<file path="config.mk">
export PLATFORM = sky130hd
export DESIGN_NAME = bus_write_decoder
export DESIGN_NICKNAME = d
export VERILOG_FILES = /design/src/rtl/bus_write_decoder.sv
export SDC_FILE = /design/constraint.sdc
export NUM_CORES = 1
export LEC_CHECK = 0
export ABC_AREA = 1
export BUFFER_PORTS_ARGS = -buffer_cell sky130_fd_sc_hd__buf_2
export CAP_MARGIN = 20
export CORE_MARGIN = 4
export CORE_UTILIZATION = 40
export DETAILED_ROUTE_END_ITERATION = 10
export PLACE_DENSITY = 0.67
export SYNTH_ARGS = -nofsm -noshare
export SYNTH_HDL_FRONTEND = slang
export SYNTH_SLANG_ARGS = --single-unit
</file>
<file path="constraint.sdc">
create_clock -name clock -period 1.57 [get_ports clock]
set_input_delay 0 -clock clock [delete_from_list [all_inputs] [get_ports clock]]
set_output_delay 0 -clock clock [all_outputs]
set_load 0.05 [all_outputs]
</file>
<file path="src/rtl/bus_write_decoder.sv">
// Bus write decoder: turns a held write request into one-hot destination load enables, with an optional HI/LO pair write.
// Optional build macro BUSWR_PROTECT_R0_EN makes single writes to R0 illegal.
`timescale 1ns/1ps
module bus_write_decoder (
   input  logic        clock,
   input  logic        clear,
   input  logic [31:0] BusMuxOut,
   input  logic [4:0]  dest_code,
   input  logic        wr_req,
   input  logic        wr_pair,
   input  logic [31:0] pair_hi,
   input  logic [31:0] pair_lo,
   output logic [23:0] reg_in,
   output logic [31:0] dest_data,
   output logic        wr_ack,
   output logic        busy,
   output logic        err_illegal
);

   typedef enum logic [2:0] {IDLE, WRITE, PAIR_HI, PAIR_LO, ERR} state_t;

   localparam int unsigned HI_CODE = 16;
   localparam int unsigned LO_CODE = 17;

   state_t      state;
   logic [31:0] lo_word;
   logic        illegal;

   // Codes 24-31 have no destination; pair writes ignore dest_code entirely.
   always_comb begin
      illegal = 1'b0;
      if (!wr_pair) begin
         illegal = (dest_code[4:3] == 2'b11);
`ifdef BUSWR_PROTECT_R0_EN
         if (dest_code == 5'd0)
            illegal = 1'b1;
`else
`endif
      end
   end

   always_ff @(posedge clock) begin
      if (clear) begin
         state       <= IDLE;
         lo_word     <= '0;
         reg_in      <= '0;
         dest_data   <= '0;
         wr_ack      <= 1'b0;
         busy        <= 1'b0;
         err_illegal <= 1'b0;
      end else begin
         case (state)
            IDLE: begin
               reg_in      <= '0;
               wr_ack      <= 1'b0;
               err_illegal <= 1'b0;
               busy        <= 1'b0;
               if (wr_req) begin
                  busy    <= 1'b1;
                  lo_word <= pair_lo;
                  if (wr_pair) begin
                     state     <= PAIR_HI;
                     reg_in    <= 24'(1) << HI_CODE;
                     dest_data <= pair_hi;
                  end else if (illegal) begin
                     state       <= ERR;
                     wr_ack      <= 1'b1;
                     err_illegal <= 1'b1;
                  end else begin
                     state     <= WRITE;
                     reg_in    <= 24'(1) << dest_code;
                     dest_data <= BusMuxOut;
                     wr_ack    <= 1'b1;
                  end
               end
            end
            PAIR_HI: begin
               state     <= PAIR_LO;
               reg_in    <= 24'(1) << LO_CODE;
               dest_data <= lo_word;
               wr_ack    <= 1'b1;
               busy      <= 1'b1;
            end
            default: begin
               // WRITE, PAIR_LO and ERR all last one cycle and return to IDLE.
               state       <= IDLE;
               reg_in      <= '0;
               wr_ack      <= 1'b0;
               err_illegal <= 1'b0;
               busy        <= 1'b0;
            end
         endcase
      end
   end

endmodule

</file>
==> flow_summary_export.csv, run 1 <==
group,metric,value,unit
status,status,"finished clean",
sta,finalClockSkew,0.00980,ns
logic_synthesis,synth-edff-count,0,
grt,grt_pass1_vias,4524,
placement,post-place-ws,0.239,ns
finish,fillerInstances,1061,
critical_path,rr_worst_depth,6,
logic_synthesis,synth_top_flop_cell,"dfxtp_1",
logic_synthesis,netlist_instances,670,
grt,grt_pass1_wl,20.9,mm
drt,wire_per_inst,12.3,um
floorplan,die_y,112,um
sta,tns,0,ns
finish,final_area,5900,um2
grt,grt_max_degree,45,
pwr,internal_power,4.19,mW
worst_hold_path,holdPathStages,3,
cts,max-clock-path-buffers,2,
cts,ctsRootBufferMaster,"clkbuf_8",
sta,max_freq,725,MHz
floorplan,rows,37,
placement,dpl.hpwl,8.86,mm
cts,path_clk_slew,0.09,ns
logic_synthesis,yosys-top-cells-area,"dfxtp_1 43%, nand2_1 20%, nor2_1 13%",
placement,place_congestion,0.825,
sta,report.final.slew_viol_count,0,
sta,min_period,1.38,ns
critical_path,worstPathRequired,1.85,ns
grt,antenna_found_initial,0,
logic_synthesis,synth_top_area_frac,0.432,
grt,grt-ovfl-total,0,
floorplan,die_w,112,um
sta,worst_pin_slew,0.372,ns
placement,placed_area,5230,um2
floorplan,start_util,0.416,
floorplan,core,10500,um2
sta,final-setup-viol-count,0,
logic_synthesis,syn-num-nets,775,
pwr,power_leakage,3.18,nW
logic_synthesis,synth.distinct_cells,22,
flow_run,maxCapViolCount,0,
critical_path,r2r_start,"state[1]",
critical_path,startpoint,"dest_code[1]",
sta,setup_ws,0.191,ns
worst_hold_path,holdCritStartpoint,"dest_code[0]",
sta,holdWs,0.0293,ns
grt,grt_use_total,0.198,
placement,port-buffer-count,163,
sta,timing.slew.headroom,0.752,
finish,regArea,1880,um2
cts,clk_latency,0.36,ns
finish,finalNetCount,967,
pwr,switching_share,0.320,
drt,routed_via_density,4.56,
logic_synthesis,synthArstFlopShare,0,
drt,drc,0,
sta,fin_crit_sh,0.878,
logic_synthesis,synth_seq_cells,94,
pwr,p_clk_frac,0.324,
cts,cts_max_level,3,
logic_synthesis,netlist_area,4350,um2
logic_synthesis,synth_commonest_cells,"229 x nand2_1, 149 x nor2_1, 94 x dfxtp_1",
critical_path,critPathCaptureType,"flop",
cts,cts_buffers,9,
finish,diodes,0,
critical_path,start_kind,"input port",
finish,final_core_util,0.564,
drt,drt_wl_total,12.3,mm
finish,multiInputGateArea,2060,um2
pwr,power_frac_seq,0.433,
drt,drt-initial-drc-count,163,
critical_path,arrival,1.66,ns
finish,syn2layout_area_growth,35.5,%
pwr,p_switching,1.97,mW
logic_synthesis,avgSynthCellArea,6.50,um2
logic_synthesis,yosysSeqAreaShare,0.432,
cts,clkSinkCount,94,
floorplan,pin_count,164,
critical_path,critPathKind,"input port to flop",
pwr,ir_drop,439,uV
sta,rsz0062_at_grt,"no",
floorplan,die-area,12600,um2
drt,vias,4575,
drt,antenna_left,0,
worst_hold_path,min_path_type,"input port to flop",
logic_synthesis,yosysWarnings,0,
pwr,pwr-share-comb,0.244,
pwr,p_per_area,1040,nW/um2
logic_synthesis,synth.most_common_cell,"nand2_1",
finish,drive_gt1_frac,0.247,
cts,cts_tree,"built",
sta,hold_violations,0,
critical_path,cp_max_fo,4,
cts,post_cts_buffers,0,
drt,first_pass_iters,4,
logic_synthesis,synth_area_leader_cell,"dfxtp_1",
stage by stage:
stage	instances	power, mW
global placement	946	4.12
detailed placement	946	4.15
floorplan	670	3.76
global route	1003	6.49
finish	1003	6.15
CTS	1003	6.21
sequential cells by signal (all words and copies together) (netlist names):
| name | flops |
|---|---|
| busy | 1 |
| state | 3 |
| err_illegal | 1 |
| reg_in | 24 |
| lo_word | 32 |
| dest_data | 32 |
| wr_ack | 1 |
placed cells by master, fill, tap and decap left out, types with 2 or more instances in the layout:
cell           instances
a21oi_1                2
nor3b_1                6
buf_12                 2
dfxtp_1               93
nand2_1              229
clkbuf_8              10
inv_1                 44
dlygate4sd3_1         41
nand2_2                9
nor2_1               149
bufinv_16              3
nand3_1               44
o21ai_1                7
o21ai_0               27
buf_2                163
nor2_4                 5
buf_4                 11
inv_2                  3
nand2_4                2
clkinv_4               2
nor3_1                 9
area by class of cell:
cell class                      count  area share
Multi-Input combinational cell    491       0.349
Inverter                           49      0.0316
Timing Repair Buffer              217       0.229
Tap cell                          136      0.0288
Clock buffer                       10      0.0233
Sequential cell                    94       0.319
Clock inverter                      6      0.0197
cells by family after synthesis:
| family | Yosys count | share of synthesized area |
|---|---|---|
| flops | 94 | 0.432 |
| compound gates | 36 | 0.0414 |
| buf+inv | 85 | 0.0954 |
| simple gates | 455 | 0.431 |
routing by layer:
metal | wire, um | track usage | vias to the layer above | share of wire
met5 | 0 | 0 | - | 0
met4 | 210 | 0.0617 | 0 | 0.017
met3 | 888 | 0.0447 | 17 | 0.072
met2 | 5860 | 0.341 | 148 | 0.48
met1 | 5360 | 0.247 | 1986 | 0.44
li1 | - | - | 2424 | -
power by group through the flow:
stage / clock, mW / combinational [mW] / sequential, mW
global placement: 0 / 1.40 / 2.71
detailed placement: 0 / 1.43 / 2.72
floorplan: 0 / 0.709 / 3.05
CTS: 2.03 / 1.51 / 2.66
global route: 2.13 / 1.68 / 2.69
finish: 1.99 / 1.50 / 2.66
worst max-delay path, cell delays in order:
cell,delay (ns)
dlygate4sd3_1,0.53
buf_2,0.14
nor2_1,0.13
dlygate4sd3_1,0.59
nand3_1,0.08
nor3_1,0.19
timing repair:
item | CTS | global route
hold buffers | 41 | 0
setup endpoints to repair | 0 | 2
endpoints found under the hold margin | 52 | 0
gates resized for setup | 0 | 2
final timing paths:
kind	endpoint	slack, ns
worst min-delay path	reg_in[10]	0.03
worst max-delay path	reg_in[0]	0.19
worst max register to register	dest_data[15]	0.25
worst min register to register	lo_word[24]	0.49
Power figures use the tool's default switching activity.
==> run 2: changes to the inputs <==
--- a/config.mk
+++ b/config.mk
@@ -8,6 +8,7 @@
 export ABC_AREA = 1
 export BUFFER_PORTS_ARGS = -buffer_cell sky130_fd_sc_hd__buf_2
 export CAP_MARGIN = 20
+export CORE_ASPECT_RATIO = 1.2
 export CORE_MARGIN = 4
 export CORE_UTILIZATION = 40
 export DETAILED_ROUTE_END_ITERATION = 10
==> flow_summary_export.csv, run 2 (same netlist as run 1, synthesis figures left out) <==
group,metric,value,unit
placement,post-place-ws,0.217,ns
placement,dp.cells,938,
sta,report.final.slew_viol_count,0,
sta,min_period,1.38,ns
floorplan,die_y,122,um
finish,drive_gt1_frac,0.246,
critical_path,slowest_delay,0.58,ns
floorplan,start_util,0.412,
critical_path,critPathCaptureType,"flop",
floorplan,die_w,103,um
cts,post_cts_buffers,0,
sta,timing.slew.headroom,0.578,
critical_path,start_kind,"input port",
sta,fin_crit_sh,0.878,
placement,dpl.hpwl,8.76,mm
worst_hold_path,min_path_type,"input port to flop",
finish,reg_top3,"dest_data: 32 flops, lo_word: 32 flops, reg_in: 24 flops",
grt,grt_use_total,0.190,
finish,final_core_util,0.558,
pwr,p_per_area,1070,nW/um2
critical_path,critical_path.slowest_cell,"dlygate4sd3_1",
cts,max-clock-path-buffers,2,
sta,worst_pin_slew,0.632,ns
cts,cts_buffers,9,
grt,grt-ovfl-total,0,
cts,path_clk_slew,0.07,ns
finish,final_common_cell,"nand2_1",
drt,drt-initial-drc-count,164,
critical_path,worstPathRequired,1.82,ns
finish,syn2layout_area_growth,35.4,%
status,status,"finished clean",
drt,routed_via_density,4.58,
critical_path,crit_chain,"dlygate4sd3_1 > buf_2 > nor2_1 > dlygate4sd3_1 > inv_1 > nor3_1",
grt,antenna_found_initial,0,
critical_path,critPathKind,"input port to flop",
drt,drt_wl_total,12.0,mm
drt,drc,0,
cts,clkSinkCount,94,
sta,setup_ws,0.191,ns
sta,hold_violations,0,
cts,cts_tree,"built",
finish,diodes,0,
finish,fillerInstances,1053,
pwr,ir_drop,483,uV
critical_path,worst-path-buf-inv,4,
flow_run,maxCapViolCount,0,
placement,port-buffer-count,163,
drt,vias,4542,
drt,wire_per_inst,12.1,um
cts,cts_max_level,3,
grt,grt_pass1_vias,4291,
sta,finalClockSkew,0.0107,ns
drt,antenna_left,0,
finish,mostFrequentLayoutCells,"229 x nand2_1, 163 x buf_2, 149 x nor2_1, 93 x dfxtp_1",
pwr,power_leakage,3.17,nW
floorplan,pin_count,164,
finish,finalNetCount,963,
pwr,design_power_total,6.31,mW
sta,final-setup-viol-count,0,
sta,rsz0062_at_grt,"no",
drt,first_pass_iters,5,
grt,grt_max_degree,47,
cts,cts_resized,0,
cts,clk_latency,0.33,ns
cts,ctsRootBufferMaster,"clkbuf_16",
critical_path,crit_path_frequent_cell,"dlygate4sd3_1",
critical_path,arrival,1.63,ns
placement,place_congestion,0.821,
floorplan,die-area,12600,um2
sta,max_freq,725,MHz
sta,tns,0,ns
floorplan,core,10600,um2
critical_path,cp_max_fo,4,
finish,stdcell_count,992,
grt,grt_pass1_wl,19.2,mm
floorplan,rows,41,
critical_path,crit_family,"buffers and inverters",
-- run 2: power breakdown --
group / internal, mW / switching (mW)
clock network: 1.24 / 0.919
logic: 0.502 / 0.980
registers: 2.57 / 0.0958
total: 4.31 / 1.99
-- run 2: per-layer routing --
layer	global-route usage	share of wire	vias to the layer above
li1	-	-	2420
met1	0.225	0.42	1980
met2	0.337	0.49	127
met3	0.0409	0.067	15
met4	0.0632	0.019	0
met5	0	0	-
-- run 2: what timing repair did --
item	4_1_cts	5_1_grt
endpoints found under the setup margin	0	0
hold buffers	38	0
hold endpoints to repair	38	0
-- run 2: tightest hold or removal path, stage by stage --
cell	delay (ns)
buf_2	0.12
nor2_1	0.05
nand3_1	0.08
nand2_1	0.05
-- run 2: final timing paths --
kind                                    from  slack (ns)  cells past startpoint       endpoint
worst max-delay path            dest_code[4]        0.19                      6      reg_in[0]
worst min-delay path            dest_code[3]        0.01                      4     reg_in[17]
worst max register to register      state[1]        0.24                      7  dest_data[30]
worst min register to register   lo_word[21]        0.48                      2    lo_word[21]
-- run 2: area by class of cell --
class | count | area, um2 | share of cell area
Timing Repair Buffer | 213 | 1310 | 0.222
Multi-Input combinational cell | 491 | 2060 | 0.349
Sequential cell | 94 | 1880 | 0.319
Clock buffer | 10 | 229 | 0.0388
Tap cell | 129 | 161 | 0.0274
Clock inverter | 6 | 70.1 | 0.0119
Inverter | 49 | 184 | 0.0312
-- run 2: stage by stage --
step / cell area (um2) / hold slack, ns
after floorplan: 4350 / 0.146
after global placement: 5220 / 0.236
after detailed placement: 5220 / 0.244
after CTS: 5900 / 0.000727
after global routing: 5900 / 0.0378
final: 5900 / 0.0143
